`src/rtl/timer_control.sv`:
```
`default_nettype none
// ============================================================================
// Module  : timer_control
// Brief   : Stopwatch / countdown controller driving external h:m:s counters.
// Rev     : 1.0  initial release
// ============================================================================
module timer_control #(
  parameter int TICK_DIV = 50000000
) (
  input  logic       clk,
  input  logic       reset,
  input  logic       start_btn,
  input  logic       stop_btn,
  input  logic       clear_btn,
  input  logic       dir_sel,
  input  logic [5:0] sec_val,
  input  logic [5:0] min_val,
  input  logic [5:0] hr_val,
  output logic       sec_en,
  output logic       min_en,
  output logic       hr_en,
  output logic       forward,
  output logic       counter_clr,
  output logic       running,
  output logic       finish,
  output logic       alarm,
  output logic [1:0] state
);

  localparam int              c_PRESC_W   = (TICK_DIV > 2) ? $clog2(TICK_DIV) : 1;
  localparam logic [c_PRESC_W-1:0] c_PRESC_TOP = c_PRESC_W'(TICK_DIV - 1);

  typedef enum logic [1:0] {
    S_IDLE  = 2'd0,
    S_RUN   = 2'd1,
    S_PAUSE = 2'd2,
    S_DONE  = 2'd3
  } state_t;

  state_t                 r_state, w_state_nxt;
  logic [c_PRESC_W-1:0]   r_presc, w_presc_nxt;
  logic                   r_fwd, w_fwd_nxt;
  logic                   r_sec, r_min, r_hr;
  logic                   w_sec, w_min, w_hr;
  logic                   r_clr, w_clr;
  logic                   r_alarm;
  logic                   r_rst_pend;
  logic                   w_tick;
  logic                   w_all_zero;

  assign w_all_zero = (sec_val == 6'd0) && (min_val == 6'd0) && (hr_val == 6'd0);
  assign w_tick     = (r_state == S_RUN) && (r_presc == c_PRESC_TOP);

  always_comb begin
    w_state_nxt = r_state;
    w_presc_nxt = r_presc;
    w_fwd_nxt   = r_fwd;
    w_sec       = 1'b0;
    w_min       = 1'b0;
    w_hr        = 1'b0;
    w_clr       = 1'b0;
    case (r_state)
      S_IDLE: begin
        w_presc_nxt = '0;
        if (clear_btn) begin
          w_clr = 1'b1;
        end else if (!stop_btn && start_btn && (dir_sel || !w_all_zero)) begin
          w_state_nxt = S_RUN;
          w_fwd_nxt   = dir_sel;
        end
      end
      S_RUN: begin
        // The prescaler keeps advancing on the stop cycle so a pause lands on a wrapped count.
        w_presc_nxt = w_tick ? '0 : r_presc + 1'b1;
        if (clear_btn) begin
          w_state_nxt = S_IDLE;
          w_clr       = 1'b1;
          w_presc_nxt = '0;
        end else if (stop_btn) begin
          w_state_nxt = S_PAUSE;
        end else if (w_tick) begin
          if (r_fwd) begin
            w_sec = 1'b1;
            w_min = (sec_val == 6'd59);
            w_hr  = (sec_val == 6'd59) && (min_val == 6'd59);
          end else if (w_all_zero) begin
            w_state_nxt = S_DONE;
          end else begin
            w_sec = 1'b1;
            w_min = (sec_val == 6'd0) && ((min_val != 6'd0) || (hr_val != 6'd0));
            w_hr  = (sec_val == 6'd0) && (min_val == 6'd0) && (hr_val != 6'd0);
            if ((hr_val == 6'd0) && (min_val == 6'd0) && (sec_val == 6'd1)) begin
              w_state_nxt = S_DONE;
            end
          end
        end
      end
      S_PAUSE: begin
        if (clear_btn) begin
          w_state_nxt = S_IDLE;
          w_clr       = 1'b1;
          w_presc_nxt = '0;
        end else if (!stop_btn && start_btn) begin
          w_state_nxt = S_RUN;
        end
      end
      S_DONE: begin
        if (clear_btn || (!stop_btn && start_btn)) begin
          w_state_nxt = S_IDLE;
          w_clr       = 1'b1;
          w_presc_nxt = '0;
        end
      end
      default: begin
        w_state_nxt = S_IDLE;
        w_presc_nxt = '0;
      end
    endcase
  end

  always_ff @(posedge clk) begin
    if (reset) begin
      r_state    <= S_IDLE;
      r_presc    <= '0;
      r_fwd      <= 1'b1;
      r_sec      <= 1'b0;
      r_min      <= 1'b0;
      r_hr       <= 1'b0;
      r_clr      <= 1'b0;
      r_alarm    <= 1'b0;
      r_rst_pend <= 1'b1;
    end else begin
      r_state    <= w_state_nxt;
      r_presc    <= w_presc_nxt;
      r_fwd      <= w_fwd_nxt;
      r_sec      <= w_sec;
      r_min      <= w_min;
      r_hr       <= w_hr;
      // Counters are also zeroed once on the first cycle out of reset.
      r_clr      <= w_clr | r_rst_pend;
      r_alarm    <= (w_state_nxt == S_DONE) && (r_state != S_DONE);
      r_rst_pend <= 1'b0;
    end
  end

  assign sec_en      = r_sec;
  assign min_en      = r_min;
  assign hr_en       = r_hr;
  assign forward     = r_fwd;
  assign counter_clr = r_clr;
  assign alarm       = r_alarm;
  assign running     = (r_state == S_RUN);
  assign finish      = (r_state == S_DONE);
  assign state       = r_state;

endmodule
`default_nettype wire

```
`config.mk`:
```
export PLATFORM = sky130hd
export DESIGN_NAME = timer_control
export DESIGN_NICKNAME = d
export VERILOG_FILES = /design/src/rtl/timer_control.sv
export SDC_FILE = /design/constraint.sdc
export NUM_CORES = 1
export LEC_CHECK = 0
export BUFFER_PORTS_ARGS = -buffer_cell sky130_fd_sc_hd__buf_2
export CORE_AREA = 10 10 74 76
export DETAILED_ROUTE_END_ITERATION = 10
export DIE_AREA = 0 0 84 86
export GPL_ROUTABILITY_DRIVEN = 0
export HOLD_SLACK_MARGIN = 0.12
export PLACE_DENSITY = 0.66
export SETUP_SLACK_MARGIN = 0.5
export SYNTH_ARGS = -nofsm -noshare
export SYNTH_HDL_FRONTEND = slang
export SYNTH_SLANG_ARGS = --single-unit
```
`constraint.sdc`:
```
create_clock -name clk -period 2 [get_ports clk]
set_clock_uncertainty 0.05 [all_clocks]
set_input_delay 0.4 -clock clk [delete_from_list [all_inputs] [get_ports clk]]
set_output_delay 0.4 -clock clk [all_outputs]
set_load 0.005 [all_outputs]
```
[After elaboration in Yosys (flattened, before gate mapping)]
Cells that the tools add are included.
Storage, ports and cells
  bits in latches: 0
  word-level logic and storage cells: 78
  register bits: 35
  bits in writable memories: 0
  output and inout bits: 10
  memory bits (read-only): 0
  memories kept: 0
Operators by class
  $lt $le $gt $ge: 0
  shifts and indexed selects: 0
  div/mod/pow operators: 0
  reductions and logical operators: 26
  $mul: 0
  bitwise logic cells: 4
  mux-type cells: 27
  add/subtract/negate cells: 1
  equal/unequal tests: 11
Operators with widths (number)
  $mux 26: 4
  $pmux 26 s4: 1
  $add 26x1->26 const B: 1
  $eq 26x26->1 const B: 1
  $mux 2: 11
  $logic_not 6->1: 3
  $eq 6x6->1 const B: 2
  $reduce_bool 6->1: 2
  $logic_and 1x1->1: 11
  $mux 1: 9
  $pmux 2 s4: 1
  $eq 2x2->1 const B: 3
  $eq 6x1->1 const B: 1
  $reduce_or 5->1: 1
  $ne 2x2->1 const B: 2
  $logic_or 1x1->1: 3
  $not 1->1: 3
  $reduce_and 3->1: 1
  $reduce_or 3->1: 1
  $eq 2x1->1 const B: 1
  $logic_not 1->1: 2
  $logic_not 2->1: 1
  $ne 2x1->1 const B: 1
  $pmux 1 s2: 1
  2 further kinds: 2

[Logic depth before layout (Yosys ltp)]
  depth after elaboration: 12
  depth in mapped cells: 7

[Least setup slack after synthesis]
No wires, ideal clock.
  path kind: flip-flop to flip-flop
  from: register r_presc[11]
  to: register r_presc[21]
  period minus slack after synthesis: 1.831 ns
  slack: 0.169 ns
  arrival time: 1.659 ns
  cell stages (with the launch flop): 7
  path buffers: 1
  data required time: 1.828 ns
  setup time: 0.122 ns
  cells stage by stage: dfxtp_1 or4b_4 nor4_4 a21oi_2 o21bai_4 buf_6 a21oi_1
Between the ends
  word-level cells in the longest chain between the ends: 5
  elaborated cells on any way between the ends: 6
  classes of those cells: 1 x add/sub; 1 x eq/ne; 3 x mux; 1 x reduce/logical
Ends and longest elaborated chain
  start, declared: RTL line 41  | logic [c_PRESC_W-1:0] r_presc, w_presc_nxt;
  start signal, assigned: RTL line 134  | r_presc <= w_presc_nxt;
  parallel branches: the longest is 2 deep, another holds $add 26x1->26
  $mux 26 (*): RTL line 74  | w_presc_nxt = w_tick ? '0 : r_presc + 1'b1;
  $mux 26 (*): RTL line 75  | if (clear_btn) begin
  $pmux 26 s4 (*): RTL line 62  | case (r_state)
Every way passes the cells marked *.
A chain may end at the register's enable or synchronous reset.

[Final worst setup path]
  from: register r_presc[16]
  to: register r_presc[9]
Between the ends
  word-level cells in the longest chain between the ends: 5
Ends and longest elaborated chain
  $eq 26x26->1: RTL line 52  | assign w_tick = (r_state == S_RUN) && (r_presc == c_PRESC_TOP);
  $logic_and 1x1->1: RTL line 52
  $mux 26: RTL line 74
  $mux 26: RTL line 75
  $pmux 26 s4: RTL line 62
Every way passes these cells.

==> flow_summary.json <==
{
  "status": "completed",
  "hold_depth": 2,
  "fmax_mhz": 536,
  "clk_pin_slew_ns": 0.07,
  "post-route-period-util_pct": 93.2,
  "rows": 23,
  "core_area_um2": 3970,
  "die_width_um": 84,
  "drt-total-wl_um": 5170,
  "grtUsageTotal_pct": 13.1,
  "dp.final_hpwl_um": 3370,
  "end_kind": "flop",
  "syn_nets": 231,
  "grt_pass1_vias": 1761,
  "path_cells": "or4b_4 -> nor4_4 -> a21oi_2 -> o21bai_4 -> clkbuf_16 -> nor2_1",
  "io_buffers": 33,
  "synthArstFlopShare_pct": 0,
  "yosys-top-cells-area": "dfxtp_1, nor2_1, xor2_1",
  "tns_ns": 0,
  "clockBufferDepth": 2,
  "cp_top_family": "simple AND/OR/NAND/NOR gates",
  "cap_violations": 0,
  "cts.sinks": 35,
  "stdcell_count": 318,
  "crit_buf_inv": 1,
  "synth_edf_count": 0,
  "yosysWarnings": 0,
  "antenna_found_initial": 0,
  "cts_buffers": 5,
  "place_ws_ns": 0.142,
  "htree_levels": 2,
  "num_vias": 1813,
  "rsz0062_at_grt": "yes",
  "setup.worst_path.end": "r_presc[9]",
  "synthDistinctLibCells": 44,
  "crit_required_ns": 2.13,
  "cpMaxStageDelayCell": "or4b_4",
  "synth.top_cell.area_share_pct": 39.5,
  "multi_input_comb_area_um2": 1210,
  "synth_flop_cell": "dfxtp_1",
  "syn-cell-area_um2": 1770,
  "fin_crit_ns": 1.86,
  "start_util_pct": 44.7,
  "fin_nets": 294,
  "die_h_um": 86,
  "grt_pass1_wl_um": 8020,
  "ys_seq_elements": 35,
  "final.setup.worst_slack_ns": 0.136,
  "min-delay-path-class": "in -> reg",
  "regArea_um2": 724,
  "cts_tree": "yes",
  "power_leakage_uw": 0.000930,
  "worst_slew_pin_slew_ns": 0.365,
  "timing.slew.headroom_pct": 75.6,
  "cp.arrival_ns": 2.00,
  "pwr_density_cell_nw_per_um2": 499,
  "wl_per_cell_um": 16.3,
  "critPathMaxFanout": 8,
  "netlist_instances": 206,
  "crit_start": "r_presc[16]",
  "max_stage_delay_ns": 0.54,
  "syn_avg_cell_area_um2": 8.61,
  "drt-initial-drc-count": 59,
  "design.die.area_um2": 7220,
  "first_pass_iters": 4,
  "slew_violations": 0,
  "path_class": "reg -> reg",
  "drive_gt1_share_pct": 42.5,
  "synthToLayoutAreaGrowth_pct": 41.4,
  "synth_top_area_cell": "dfxtp_1",
  "clockRootBuffer": "clkbuf_8",
  "r2r_end": "r_presc[9]",
  "vias_per_cell": 5.70,
  "overflow": 0,
  "dp.cells": 295,
  "reg2reg_depth": 6,
  "finalSetupViolCount": 0,
  "hold_ws_ns": 0.319,
  "grt_max_degree": 17,
  "peakVddDrop_uv": 453,
  "crit_cells": 6,
  "ios": 34,
  "cp-start-kind": "flop",
  "ys_seq_area_share_pct": 39.5,
  "r2r_slack_ns": 0.14,
  "utilization_pct": 63.2,
  "ctsHoldBuffers": 0,
  "hold_viol_final": 0,
  "fill_cells": 333,
  "insertion_delay_ns": 0.29,
  "worstReg2RegStart": "r_presc[16]",
  "drc_errors": 0,
  "drtAntennaViolNets": 0,
  "antenna_cells": 0
}
-- flip-flops by register name (all words and copies together) (netlist names) --
register and count:
alarm 1, state 2, counter_clr 1, hr_en 1, r_rst_pend 1, min_en 1
sec_en 1, forward 1, r_presc 26
-- worst reg2reg max path, cell delays in order (launching register included) --
cell	delay, ns
dfxtp_4	0.34
or4b_4	0.54
nor4_4	0.22
a21oi_2	0.15
o21bai_4	0.22
clkbuf_16	0.19
nor2_1	0.04
-- layout by cell type, fill, tap and decap left out, drive strengths merged, types with 3 or more instances in the layout --
| master | synthesis | final |
|---|---|---|
| and2 | 4 | 4 |
| nand3 | 12 | 12 |
| and3 | 4 | 4 |
| clkbuf | 0 | 7 |
| nand4 | 13 | 13 |
| or3 | 3 | 3 |
| buf | 3 | 58 |
| a21oi | 17 | 17 |
| nand2 | 18 | 18 |
| nor4 | 5 | 5 |
| or4b | 4 | 4 |
| dfxtp | 35 | 35 |
| inv | 3 | 3 |
| o21ai | 4 | 4 |
| nor2 | 30 | 30 |
| nor3 | 8 | 8 |
| nor2b | 3 | 3 |
| xnor2 | 4 | 4 |
| xor2 | 12 | 12 |
| a31oi | 3 | 3 |
-- repair_timing --
action                     4_1_cts  5_1_grt
buffers inserted                 8        7
pin swaps                        2       11
gates resized for setup         12       33
setup endpoints to repair       33       35
gates cloned                     0        2
-- metrics by stage --
step / power [uW] / area (um^2)
floorplan: 750 / 1850
global placement: 790 / 2130
detailed placement: 791 / 2130
CTS: 1250 / 2310
global route: 1300 / 2510
finish: 1250 / 2510
-- cell usage after synthesis, types with 4 or more instances --
| library cell | number |
|---|---|
| xnor2_1 | 4 |
| nor3_1 | 7 |
| nand4_1 | 13 |
| o21ai_0 | 4 |
| xor2_1 | 12 |
| nand3_1 | 12 |
| and2_1 | 4 |
| dfxtp_1 | 35 |
| and3_1 | 4 |
| nor2_1 | 30 |
| nand2_1 | 18 |
| a21oi_1 | 15 |
-- cells by family after synthesis --
logic type,synth area share (%)
AO/OA/AOI/OAI,14.2
flip-flops,39.5
adder cells (fa/ha/maj),0.705
XOR/XNOR,7.90
buffers and inverters,2.12
AND/OR/NAND/NOR,35.6
-- layout make-up --
type                    count  area share (%)
flip-flops and latches     35            28.9
clock buffers               6            2.89
inverters                   3           0.449
well taps                  50            2.49
multi-input cells         165            48.2
repair buffers             59            17.1
-- layer usage --
metal | GRT usage, % | vias up | routed length (um)
met1 | 14.1 | 858 | 2040
met4 | 5.48 | 0 | 144
met3 | 4.07 | 17 | 294
met2 | 23.2 | 53 | 2690
li1 | - | 885 | -
met5 | 0 | - | 0
-- report_power, final --
| part | total, uW | switching, uW | internal [uW] |
|---|---|---|---|
| Sequential | 700 | 2.93 | 697 |
| Clock | 464 | 233 | 232 |
| Combinational | 87.1 | 42.6 | 44.5 |
| Total | 1250 | 278 | 973 |
-- worst min-delay path by stage --
stage / start / end / slack [ns]
floorplan: r_rst_pend / counter_clr / 0.36
global placement: r_rst_pend / counter_clr / 0.37
detailed placement: r_rst_pend / counter_clr / 0.37
CTS: reset / r_rst_pend / 0.31
global route: reset / r_rst_pend / 0.32
finish: dir_sel / forward / 0.32
Power figures use the tool's default switching activity.
